$ cat config.mk
export PLATFORM = sky130hd
export DESIGN_NAME = if_stage_flat
export DESIGN_NICKNAME = d
export VERILOG_FILES = /design/src/rtl/cpu_pkg.sv /design/src/rtl/if_stage_if.sv /design/src/rtl/if_stage_pc_reg.sv /design/src/rtl/if_stage.sv /design/src/flat_wrapper.sv
export SDC_FILE = /design/constraint.sdc
export NUM_CORES = 1
export LEC_CHECK = 0
export BUFFER_PORTS_ARGS = -buffer_cell sky130_fd_sc_hd__buf_2
export CORE_MARGIN = 5
export CORE_UTILIZATION = 44
export CTS_CLUSTER_SIZE = 14
export DETAILED_ROUTE_END_ITERATION = 8
export PLACE_DENSITY = 0.74
export SYNTH_ARGS = -nofsm -noshare
export SYNTH_HDL_FRONTEND = slang
export SYNTH_SLANG_ARGS = --single-unit
$ cat constraint.sdc
create_clock -name clk -period 3.8 [get_ports clk]
set_clock_uncertainty 0.2 [all_clocks]
set_input_delay 0.38 -clock clk [delete_from_list [all_inputs] [get_ports clk]]
set_output_delay 0.38 -clock clk [all_outputs]
set_load 0.005 [all_outputs]
$ cat src/rtl/cpu_pkg.sv
// Shared types and constants for the fetch front end: FSM states, NOP encoding, memory sizing.
package cpu_pkg;

  typedef enum logic [1:0] {
    ST_IDLE = 2'd0,
    ST_RUN  = 2'd1,
    ST_HALT = 2'd2
  } if_state_e;

  localparam logic [31:0] NOP_INSTR          = 32'h0000_0000;
  localparam logic [31:0] WORD_BYTES         = 32'd4;
  localparam int unsigned DEFAULT_IMEM_BYTES = 1024;

endpackage

$ cat src/rtl/if_stage_if.sv
// Fetch-stage bus: control inputs, instruction-memory port and IF/ID outputs.
// IF_STAGE_FETCH_COUNT_EN adds the fetch_count output.
interface if_stage_if;

  logic        start;
  logic        stall;
  logic        redirect;
  logic [31:0] redirect_target;
  logic [31:0] imem_addr;
  logic [31:0] imem_instr;
  logic [31:0] ifid_instr;
  logic [31:0] ifid_pc4;
  logic        ifid_valid;
  logic        halted;
  logic        misalign_err;
`ifdef IF_STAGE_FETCH_COUNT_EN
  logic [31:0] fetch_count;
`endif

  modport master (
    input  start, stall, redirect, redirect_target, imem_instr,
    output imem_addr, ifid_instr, ifid_pc4, ifid_valid, halted, misalign_err
`ifdef IF_STAGE_FETCH_COUNT_EN
    , output fetch_count
`endif
  );

  modport slave (
    output start, stall, redirect, redirect_target, imem_instr,
    input  imem_addr, ifid_instr, ifid_pc4, ifid_valid, halted, misalign_err
`ifdef IF_STAGE_FETCH_COUNT_EN
    , input fetch_count
`endif
  );

endinterface

$ cat src/rtl/if_stage_pc_reg.sv
// Program counter: word-aligned load, +4 increment or hold; load wins over increment.
// Latency one cycle; holding is the default when neither load nor inc is asserted.
module pc_reg
  import cpu_pkg::*;
#(
  parameter logic [31:0] RESET_PC = 32'h0000_0000
) (
  input  logic        clk,
  input  logic        rst,
  input  logic        load,
  input  logic [31:0] load_addr,
  input  logic        inc,
  output logic [31:0] pc
);

  logic [31:0] pc_q;
  logic [31:0] pc_d;

  always_comb begin
    pc_d = pc_q;
    if (load) begin
      pc_d = load_addr & ~(WORD_BYTES - 32'd1);
    end else if (inc) begin
      pc_d = pc_q + WORD_BYTES;
    end
  end

  always_ff @(posedge clk or posedge rst) begin
    if (rst) begin
      pc_q <= RESET_PC & ~(WORD_BYTES - 32'd1);
    end else begin
      pc_q <= pc_d;
    end
  end

  assign pc = pc_q;

endmodule

$ cat src/rtl/if_stage.sv
// Instruction fetch: IDLE/RUN/HALT control, PC, IF/ID register; one-cycle fetch latency.
// Stall holds PC and IF/ID; redirect flushes and overrides stall. IF_STAGE_FETCH_COUNT_EN adds fetch_count.
module if_stage
  import cpu_pkg::*;
#(
  parameter logic [31:0] RESET_PC   = 32'h0000_0000,
  parameter int unsigned IMEM_BYTES = DEFAULT_IMEM_BYTES
) (
  input logic        clk,
  input logic        rst,
  if_stage_if.master bus
);

  if_state_e   state_q, state_d;
  logic [31:0] ifid_instr_q, ifid_instr_d;
  logic [31:0] ifid_pc4_q, ifid_pc4_d;
  logic        ifid_valid_q, ifid_valid_d;
  logic        halted_q, halted_d;
  logic        misalign_q, misalign_d;
  logic        pc_load, pc_inc, fetch;
  logic [31:0] pc;

  pc_reg #(.RESET_PC(RESET_PC)) u_pc_reg (
    .clk       (clk),
    .rst       (rst),
    .load      (pc_load),
    .load_addr (bus.redirect_target),
    .inc       (pc_inc),
    .pc        (pc)
  );

  always_comb begin
    state_d      = state_q;
    ifid_instr_d = ifid_instr_q;
    ifid_pc4_d   = ifid_pc4_q;
    ifid_valid_d = ifid_valid_q;
    misalign_d   = misalign_q;
    pc_load      = 1'b0;
    pc_inc       = 1'b0;
    fetch        = 1'b0;

    unique case (state_q)
      ST_IDLE: begin
        if (bus.start) state_d = ST_RUN;
      end
      ST_RUN: begin
        if (bus.redirect) begin
          pc_load      = 1'b1;
          ifid_instr_d = NOP_INSTR;
          ifid_pc4_d   = '0;
          ifid_valid_d = 1'b0;
          if (bus.redirect_target[1:0] != 2'b00) misalign_d = 1'b1;
        end else if (pc >= 32'(IMEM_BYTES)) begin
          state_d      = ST_HALT;
          ifid_instr_d = NOP_INSTR;
          ifid_pc4_d   = '0;
          ifid_valid_d = 1'b0;
        end else if (!bus.stall) begin
          fetch        = 1'b1;
          pc_inc       = 1'b1;
          ifid_instr_d = bus.imem_instr;
          ifid_pc4_d   = pc + WORD_BYTES;
          ifid_valid_d = 1'b1;
        end
      end
      ST_HALT: begin
        // IF/ID already holds the bubble loaded on HALT entry
        if (bus.redirect) begin
          pc_load = 1'b1;
          state_d = ST_RUN;
          if (bus.redirect_target[1:0] != 2'b00) misalign_d = 1'b1;
        end
      end
      default: state_d = ST_IDLE;
    endcase

    halted_d = (state_d == ST_HALT);
  end

  always_ff @(posedge clk or posedge rst) begin
    if (rst) begin
      state_q      <= ST_IDLE;
      ifid_instr_q <= NOP_INSTR;
      ifid_pc4_q   <= '0;
      ifid_valid_q <= 1'b0;
      halted_q     <= 1'b0;
      misalign_q   <= 1'b0;
    end else begin
      state_q      <= state_d;
      ifid_instr_q <= ifid_instr_d;
      ifid_pc4_q   <= ifid_pc4_d;
      ifid_valid_q <= ifid_valid_d;
      halted_q     <= halted_d;
      misalign_q   <= misalign_d;
    end
  end

`ifdef IF_STAGE_FETCH_COUNT_EN
  logic [31:0] fetch_count_q, fetch_count_d;

  always_comb begin
    fetch_count_d = fetch_count_q;
    if (fetch) fetch_count_d = fetch_count_q + 32'd1;
  end

  always_ff @(posedge clk or posedge rst) begin
    if (rst) begin
      fetch_count_q <= '0;
    end else begin
      fetch_count_q <= fetch_count_d;
    end
  end

  assign bus.fetch_count = fetch_count_q;
`else
  logic unused_fetch;
  assign unused_fetch = fetch;
`endif

  assign bus.imem_addr    = pc;
  assign bus.ifid_instr   = ifid_instr_q;
  assign bus.ifid_pc4     = ifid_pc4_q;
  assign bus.ifid_valid   = ifid_valid_q;
  assign bus.halted       = halted_q;
  assign bus.misalign_err = misalign_q;

endmodule

$ cat src/flat_wrapper.sv
// flat-port wrapper written by rule: the top's interface ports become plain ports
module if_stage_flat import cpu_pkg::*;
#(
  parameter logic [31:0] RESET_PC   = 32'h0000_0000,
  parameter int unsigned IMEM_BYTES = DEFAULT_IMEM_BYTES
)
  (clk, rst, bus_start, bus_stall, bus_redirect, bus_redirect_target, bus_imem_instr, bus_imem_addr, bus_ifid_instr, bus_ifid_pc4, bus_ifid_valid, bus_halted, bus_misalign_err);
  if_stage_if bus_i ();
  input logic clk;
  input logic rst;
  input wire logic [$bits(bus_i.start)-1:0] bus_start;
  input wire logic [$bits(bus_i.stall)-1:0] bus_stall;
  input wire logic [$bits(bus_i.redirect)-1:0] bus_redirect;
  input wire logic [$bits(bus_i.redirect_target)-1:0] bus_redirect_target;
  input wire logic [$bits(bus_i.imem_instr)-1:0] bus_imem_instr;
  output wire logic [$bits(bus_i.imem_addr)-1:0] bus_imem_addr;
  output wire logic [$bits(bus_i.ifid_instr)-1:0] bus_ifid_instr;
  output wire logic [$bits(bus_i.ifid_pc4)-1:0] bus_ifid_pc4;
  output wire logic [$bits(bus_i.ifid_valid)-1:0] bus_ifid_valid;
  output wire logic [$bits(bus_i.halted)-1:0] bus_halted;
  output wire logic [$bits(bus_i.misalign_err)-1:0] bus_misalign_err;
  assign bus_i.start = bus_start;
  assign bus_i.stall = bus_stall;
  assign bus_i.redirect = bus_redirect;
  assign bus_i.redirect_target = bus_redirect_target;
  assign bus_i.imem_instr = bus_imem_instr;
  assign bus_imem_addr = bus_i.imem_addr;
  assign bus_ifid_instr = bus_i.ifid_instr;
  assign bus_ifid_pc4 = bus_i.ifid_pc4;
  assign bus_ifid_valid = bus_i.ifid_valid;
  assign bus_halted = bus_i.halted;
  assign bus_misalign_err = bus_i.misalign_err;
  if_stage #(.RESET_PC(RESET_PC), .IMEM_BYTES(IMEM_BYTES)) u_core (.clk(clk), .rst(rst), .bus(bus_i));
endmodule
==> results.cfg, run 1 <==
[timing]
post-route-min-period_ns = 2.59
rsz0062_at_grt = false
fin_crit_sh_pct = 68.3
worst_pin_slew_ns = 1.06
slew_violations = 0
setup_ws_ns = 1.21
slew-limit-headroom_pct = 29.1
fmax_mhz = 386
hold_slack_ns = 0.0125
tns_ns = 0
setup_viol_count_final = 0
hold_viol_final = 0

[power]
seq_power_share_pct = 46.9
p_leak_nw = 2.82
power.total_mw = 3.08
ir_worst_vdd_v = 0.000400
power_density_nw_per_um2 = 601
comb_power_share_pct = 31.8
pwr-share-clk_pct = 21.3
switchingPower_mw = 1.20
p_int_mw = 1.87
netSwitchingFraction_pct = 39.1

[flow_run]
drv_cap = 0

[floorplan]
die_area_um2 = 11100
coreArea_um2 = 8810
die_width_um = 105
io_pins = 168
die_h_um = 105
core.rowCount = 34
start_util_pct = 45.4

[critical_path]
crit_type = flip-flop to flip-flop
worst-path-stages = 8
ff2ff_path_depth = 8
startpoint_type = flip-flop
crit_path_end_kind = flip-flop
r2r_end = u_core.u_pc_reg.pc[3]
worstPathCellList = inv_1 -> ha_1 -> nor2b_1 -> nand2_1 -> nor3_4 -> buf_4 -> mux2i_1 -> o21ai_0
critical_path.max_stage_delay_ns = 0.44
path_buf_inv = 2
critPathMaxFanout = 42
worstPathArrival_ns = 2.61
crit_slowest_cell = dfrtp_1
reg2reg_slack_ns = 1.21
startpoint = u_core.state_q[1]
cp.required_ns = 3.81
crit-reg2reg-launch = u_core.state_q[1]
crit_family = simple AND/OR/NAND/NOR gates

[logic_synthesis]
yosysWarnings = 0
ys_types = 37
seq_area_frac_synth_pct = 61.3
ys_ff_latch = 98
synth_area_um2 = 4000
synthCells = 352
avgSynthCellArea_um2 = 11.4

[final_layout]
finalNonFillerCells = 629
fin_util_pct = 58.1
final_area_um2 = 5120
largest_register_ffs = 32
nNetsFinal = 591
drive_above_1_share_pct = 38.2
antenna_cells = 0
final_common_cell = buf_2
fill_cells = 737
layout_common_cells = 165 x buf_2, 98 x dfrtp_1, 79 x nand2_1
syn2layout_area_growth_pct = 28.0

[grt]
antenna_found_initial = 0
grt_use_met1_pct = 24.0
grt_max_degree = 90
globalRouteMet2Util_pct = 28.5
grt_pass1_vias = 3185
overflow = 0
top_usage_layer = met2
grt_pass1_wl_um = 16300
grt_usage_pct = 17.9
met3_usage_pct = 5.26

[clock_network]
clock_sinks = 98
post-cts-setup-buffers = 0
clk_path_buf_depth = 2
cts_buffers = 9
clkLatencyLatePin_ns = 0.35
cts.reportedPaths.clkPinSlew_ns = 0.10
clockRootBuffer = clkbuf_8
htree_levels = 3
cts_resized = 0
cts_tree = yes

[drt]
routed_via_density = 5.10
dr.pass1.iters = 4
vias = 3207
drc = 0
wire_per_inst_um = 16.0
drt-total-wl_um = 10000
ant_nets = 0
drtIter0Drc = 148

[min_path]
holdCritStartpoint = bus_redirect_target[23]
hold_depth = 3
hold_class = input pin to flip-flop
holdPathEnd = u_core.u_pc_reg.pc[23]

[place]
place_hpwl_um = 7270
dp_slack_ns = 1.23
gp_congestion = 0.748
portBuffers = 165
post-place-cells = 611
dpl_cell_area_um2 = 4900

[outcome]
status = completed
power by group through the flow:
stage | clock network (mW) | logic [mW] | registers, mW
after CTS | 0.673 | 0.992 | 1.44
final | 0.655 | 0.977 | 1.44
after global placement | 0 | 0.945 | 1.45
after detailed placement | 0 | 0.983 | 1.46
after floorplan | 0 | 0.642 | 1.43
after global routing | 0.720 | 1.10 | 1.47
timing repair:
item                       4_1_cts  5_1_grt
hold endpoints to repair         2        0
setup endpoints to repair        0        0
hold buffers                     2        0
worst max-delay path by stage:
stage | to | slack (ns)
global route | u_core.u_pc_reg.pc[3] | 0.93
CTS | u_core.bus.ifid_instr[24] | 1.17
global placement | u_core.bus.ifid_instr[12] | 1.27
floorplan | u_core.bus.halted | 0.66
detailed placement | u_core.bus.ifid_instr[24] | 1.23
finish | u_core.u_pc_reg.pc[3] | 1.21
cells by family (layout without fill, tap and decap cells):
logic type	after synthesis	count (layout)	synth area share, %
buf+inv	30	198	3.63
simple gates	141	141	17.7
xor+xnor	11	11	2.41
mux	1	1	0.250
flops	98	98	61.3
compound gates	64	64	12.8
fa+ha+maj	6	6	1.88
other cells	1	2	0.0937
worst reg2reg max path, stage by stage (launching register included):
cell and delay [ns]:
dfrtp_1 0.44, inv_1 0.10, ha_1 0.33, nor2b_1 0.27, nand2_1 0.23, nor3_4 0.15
buf_4 0.41, mux2i_1 0.23, o21ai_0 0.09
layout make-up:
| class | count | area (µm²) | share of cell area [%] |
|---|---|---|---|
| Clock buffer | 10 | 138 | 2.69 |
| Multi-Input combinational cell | 225 | 1410 | 27.6 |
| Sequential cell | 98 | 2450 | 47.9 |
| Inverter | 10 | 40.0 | 0.782 |
| Timing Repair Buffer | 172 | 883 | 17.3 |
| Clock inverter | 6 | 57.6 | 1.12 |
| Tap cell | 108 | 135 | 2.64 |
synthesized netlist by cell type:
cell	n	area share [%]
a22oi_1	2	0.38
buf_4	7	1.3
inv_1	10	0.94
or2_1	1	0.16
nor2b_1	1	0.16
nand3_2	2	0.50
mux2i_1	1	0.25
nor3_2	1	0.25
nand2_1	79	7.4
clkbuf_1	8	0.75
xor2_1	1	0.22
o21ai_1	2	0.25
a21o_1	1	0.19
ha_1	6	1.9
a31oi_1	4	0.63
conb_1	1	0.094
or3_1	4	0.63
nor3_1	1	0.12
or2_2	2	0.31
buf_2	5	0.63
a221oi_1	1	0.22
xnor2_1	10	2.2
o21ai_4	1	0.41
nor2_1	8	0.75
a32o_1	1	0.25
and2_1	23	3.6
o21bai_1	1	0.19
a22o_1	39	8.5
nand4_1	1	0.16
nor4_2	6	1.9
nor4_1	9	1.4
o22ai_1	1	0.16
nand3_1	3	0.38
a32oi_1	2	0.44
dfrtp_1	98	61
a21oi_1	2	0.25
o21ai_0	7	0.88
layer usage:
layer	wire, µm	vias to the layer above
met4	95	0
li1	-	1529
met5	0	-
met2	4750	135
met1	4360	1531
met3	829	12
Power figures use the tool's default switching activity.
==> inputs of run 2 (changes only) <==
==> constraint.sdc (replaced) <==
create_clock -name clk -period 2.6 [get_ports clk]
set_clock_uncertainty 0.2 [all_clocks]
set_input_delay 0.26 -clock clk [delete_from_list [all_inputs] [get_ports clk]]
set_output_delay 0.26 -clock clk [all_outputs]
set_load 0.005 [all_outputs]
==> run 2 against run 1 <==
  * First-iteration DRC count fell by 13%
  * Setup slack got worse by 0.96 ns
  * Clock power rose by 62%
  * Highest routed layer unchanged
  * Sequential cell count did not move
  * Critical path depth fell by 1
  * Via count rose by 11%
  * Hold slack improved by 0.022 ns
==> results.cfg, run 2 (synthesized netlist as in run 1, its figures left out) <==
[timing]
hold_viol_final = 0
hold_slack_ns = 0.0348
tns_ns = 0
rsz0062_at_grt = false
slew_violations = 0
setup_viol_count_final = 0
slew-limit-headroom_pct = 64.5
post-route-min-period_ns = 2.36
fmax_mhz = 424
worst_pin_slew_ns = 0.531
fin_crit_sh_pct = 90.7

[place]
portBuffers = 165
post-place-cells = 616
place_hpwl_um = 7620
gp_congestion = 0.840

[outcome]
status = completed

[drt]
drtIter0Drc = 129
drc = 0
vias = 3546
wire_per_inst_um = 16.3
routed_via_density = 5.09
dr.pass1.iters = 4
ant_nets = 0
drt-total-wl_um = 11400

[floorplan]
die_area_um2 = 11100
die_h_um = 105
core.rowCount = 34
coreArea_um2 = 8810
die_width_um = 105
io_pins = 168
start_util_pct = 45.4

[clock_network]
htree_levels = 3
clkLatencyLatePin_ns = 0.36
cts_buffers = 9
cts_tree = yes
cts.reportedPaths.clkPinSlew_ns = 0.10
clock_sinks = 98
clk_path_buf_depth = 2
clockRootBuffer = clkbuf_8
holdBufCountCts = 65
cts_resized = 0
post-cts-setup-buffers = 0

[grt]
grt_usage_pct = 20.7
overflow = 0
grt_max_degree = 63
antenna_found_initial = 0
top_usage_layer = met2
grt_pass1_wl_um = 18500
globalRouteMet2Util_pct = 35.6
grt_pass1_vias = 3758
met3_usage_pct = 5.32
grt_use_met1_pct = 25.7

[critical_path]
crit_family = simple AND/OR/NAND/NOR gates
worstPathArrival_ns = 2.45
path_buf_inv = 1
worstPathCellList = inv_1 -> ha_1 -> nor2b_1 -> nand2_1 -> or3_1 -> or3_1 -> a31oi_1
cp.required_ns = 2.69
crit_type = flip-flop to flip-flop
critPathMaxFanout = 7
startpoint_type = flip-flop
crit_path_end_kind = flip-flop
path_common_cell = or3_1
crit_slowest_cell = dfrtp_1
critical_path.max_stage_delay_ns = 0.45

[flow_run]
drv_cap = 0

[final_layout]
drive_above_1_share_pct = 34.6
nNetsFinal = 659
largest_register_ffs = 32
final_common_cell = buf_2
layout_common_cells = 165 x buf_2, 98 x dfrtp_1, 79 x nand2_1
fill_cells = 681
finalNonFillerCells = 697
fin_util_pct = 66.3
antenna_cells = 0
syn2layout_area_growth_pct = 45.8

[power]
power.total_mw = 4.74
ir_worst_vdd_v = 0.000592
p_leak_nw = 3.12
power_density_nw_per_um2 = 813

[min_path]
hold_class = input pin to flip-flop
## run 2: cell count changes in the layout (fill, tap and decap cells not counted), moves of 2 or more
cell and delta:
inv_6 +2, dlygate4sd3_1 +63, buf_4 +3, clkinv_4 -2, buf_12 +2
## run 2: final timing paths
check	endpoint	cells past startpoint	startpoint	slack, ns
worst max-delay path	u_core.u_pc_reg.pc[7]	7	u_core.state_q[1]	0.24
worst min-delay path	u_core.bus.ifid_valid	4	bus_stall	0.03
worst max register to register	u_core.u_pc_reg.pc[7]	7	u_core.state_q[1]	0.24
worst min register to register	u_core.bus.ifid_pc4[21]	1	u_core.bus.ifid_pc4[21]	0.29
max in group asynchronous	u_core.u_pc_reg.pc[12]	4	rst	1.28
min in group asynchronous	u_core.bus.ifid_instr[25]	3	rst	0.28
## run 2: layout make-up
type | instances | area [µm²] | share of cell area [%]
flip-flops and latches | 98 | 2450 | 42.0
repair buffers | 240 | 1580 | 27.0
multi-input cells | 225 | 1410 | 24.2
well taps | 108 | 135 | 2.32
clock buffers | 9 | 124 | 2.12
clock inverters | 7 | 92.6 | 1.59
inverters | 10 | 41.3 | 0.708
## run 2: layer usage
metal  up-vias  wire length, µm
met2       148             5690
met1      1709             4660
met4         0              165
met3        19              838
met5         -                0
li1       1670                -
## run 2: worst min-delay path, stage by stage
cell	delay [ns]
buf_2	0.11
nor2b_1	0.07
nor2_1	0.09
a21oi_1	0.04
## run 2: through the flow
step	worst slack [ns]	area, µm²
2_1_floorplan	0.373	4010
3_3_place_gp	0.329	4970
3_5_place_dp	0.271	4970
4_1_cts	0.234	5840
5_1_grt	0.0866	5840
6_report	0.242	5840
## run 2: where the power goes
group	switching [mW]	leakage, nW	internal, mW
combinational	0.891	1.71	0.678
sequential	0.340	1.31	1.78
clock	0.583	0.109	0.472
==> inputs of run 3 (changes only) <==
--- a/config.mk
+++ b/config.mk
@@ -6,7 +6,7 @@
 export NUM_CORES = 1
 export LEC_CHECK = 0
 export BUFFER_PORTS_ARGS = -buffer_cell sky130_fd_sc_hd__buf_2
-export CORE_MARGIN = 5
+export CORE_MARGIN = 2
 export CORE_UTILIZATION = 44
 export CTS_CLUSTER_SIZE = 14
 export DETAILED_ROUTE_END_ITERATION = 8
==> run 3 against run 2 <==
  * Critical path depth unchanged
  * Final cell count stayed put
  * Non-clock buffer count stayed put
  * Sequential cell count unchanged
  * Global-route usage rose by 1.1 points
  * Largest power group unchanged
  * Highest routed layer unchanged
==> results.cfg, run 3 (synthesized netlist as in run 1, its figures left out) <==
[final_layout]
syn2layout_area_growth_pct = 45.0
fill_cells = 668
final_common_cell = buf_2
fin_util_pct = 66.2
nNetsFinal = 659
final_area_um2 = 5800
antenna_cells = 0
layout_common_cells = 165 x buf_2, 98 x dfrtp_1, 79 x nand2_1
finalNonFillerCells = 697
drive_above_1_share_pct = 34.6
largest_register_ffs = 32

[clock_network]
clkLatencyLatePin_ns = 0.36
clockRootBuffer = clkbuf_8
post-cts-setup-buffers = 0
clock_sinks = 98
cts_tree = yes
htree_levels = 3
clk_path_buf_depth = 2
cts.reportedPaths.clkPinSlew_ns = 0.10
holdBufCountCts = 65
cts_resized = 0
cts_buffers = 9

[grt]
overflow = 0
antenna_found_initial = 0
grt_usage_pct = 21.8
grt_pass1_wl_um = 17300
grt_max_degree = 63
grt_pass1_vias = 3627

[place]
place_hpwl_um = 6980
post-place-cells = 616
portBuffers = 165
dpl_cell_area_um2 = 4970
dp_slack_ns = 0.277
gp_congestion = 0.860

[floorplan]
start_util_pct = 45.7
die_width_um = 99.4
die_area_um2 = 9870
die_h_um = 99.4
core.rowCount = 34
coreArea_um2 = 8760
io_pins = 168

[timing]
hold_slack_ns = 0.0480
fin_crit_sh_pct = 90.6
setup_viol_count_final = 0
tns_ns = 0
rsz0062_at_grt = false
fmax_mhz = 425
setup_ws_ns = 0.245
post-route-min-period_ns = 2.36
slew_violations = 0
hold_viol_final = 0
slew-limit-headroom_pct = 42.3
worst_pin_slew_ns = 0.863

[critical_path]
startpoint_type = flip-flop
crit_type = flip-flop to flip-flop
cp.required_ns = 2.68
critPathMaxFanout = 7
crit_path_end_kind = flip-flop
worstPathArrival_ns = 2.43

[outcome]
status = completed

[drt]
ant_nets = 0
drtIter0Drc = 114
drt-total-wl_um = 10600
routed_via_density = 5.03
drc = 0
vias = 3508
wire_per_inst_um = 15.2
dr.pass1.iters = 4

[power]
p_leak_nw = 3.10
ir_worst_vdd_v = 0.000743
power.total_mw = 4.59
power_density_nw_per_um2 = 792

[min_path]
hold_class = input pin to flip-flop

[flow_run]
drv_cap = 0
## run 3: cell types whose count changed in the layout (fill, tap and decap cells not counted), sizes merged
cell      before  now
bufinv         1    0
inv           13   12
clkinvlp       1    3
## run 3: worst paths after layout
kind / start / cells after the start / end / slack [ns]
setup / recovery: u_core.state_q[1] / 7 / u_core.u_pc_reg.pc[7] / 0.24
hold / removal: bus_stall / 3 / u_core.bus.ifid_pc4[4] / 0.05
setup reg to reg: u_core.state_q[1] / 7 / u_core.u_pc_reg.pc[7] / 0.24
hold reg to reg: u_core.bus.ifid_pc4[18] / 1 / u_core.bus.ifid_pc4[18] / 0.29
max in group asynchronous: rst / 4 / u_core.bus.ifid_pc4[14] / 1.20
min in group asynchronous: rst / 3 / u_core.bus.ifid_instr[14] / 0.35
## run 3: layout make-up
class	count	area, µm²	area share (%)
multi-input cells	225	1410	24.4
inverters	10	41.3	0.712
flip-flops and latches	98	2450	42.3
repair buffers	240	1580	27.2
clock inverters	7	60.1	1.03
well taps	108	135	2.33
clock buffers	9	124	2.13
## run 3: worst max-delay path: stages, from the launching register on
cell and delay [ns]:
dfrtp_1 0.46, inv_1 0.10, ha_1 0.15, nor2b_1 0.24
nand2_1 0.24, or3_1 0.37, or3_1 0.35, a31oi_1 0.16
## run 3: layer usage
metal / vias up / part of all wire [%] / global-route usage, %
met5: - / 0 / 0
met4: 0 / 1.9 / 7.17
met3: 21 / 5.8 / 4.08
met2: 135 / 50 / 37.5
met1: 1681 / 43 / 27.8
li1: 1671 / - / -
## run 3: power breakdown
part / total [mW] / internal, mW / switching [mW]
clock: 0.922 / 0.365 / 0.558
combinational: 1.56 / 0.669 / 0.888
sequential: 2.11 / 1.78 / 0.335
total: 4.59 / 2.81 / 1.78
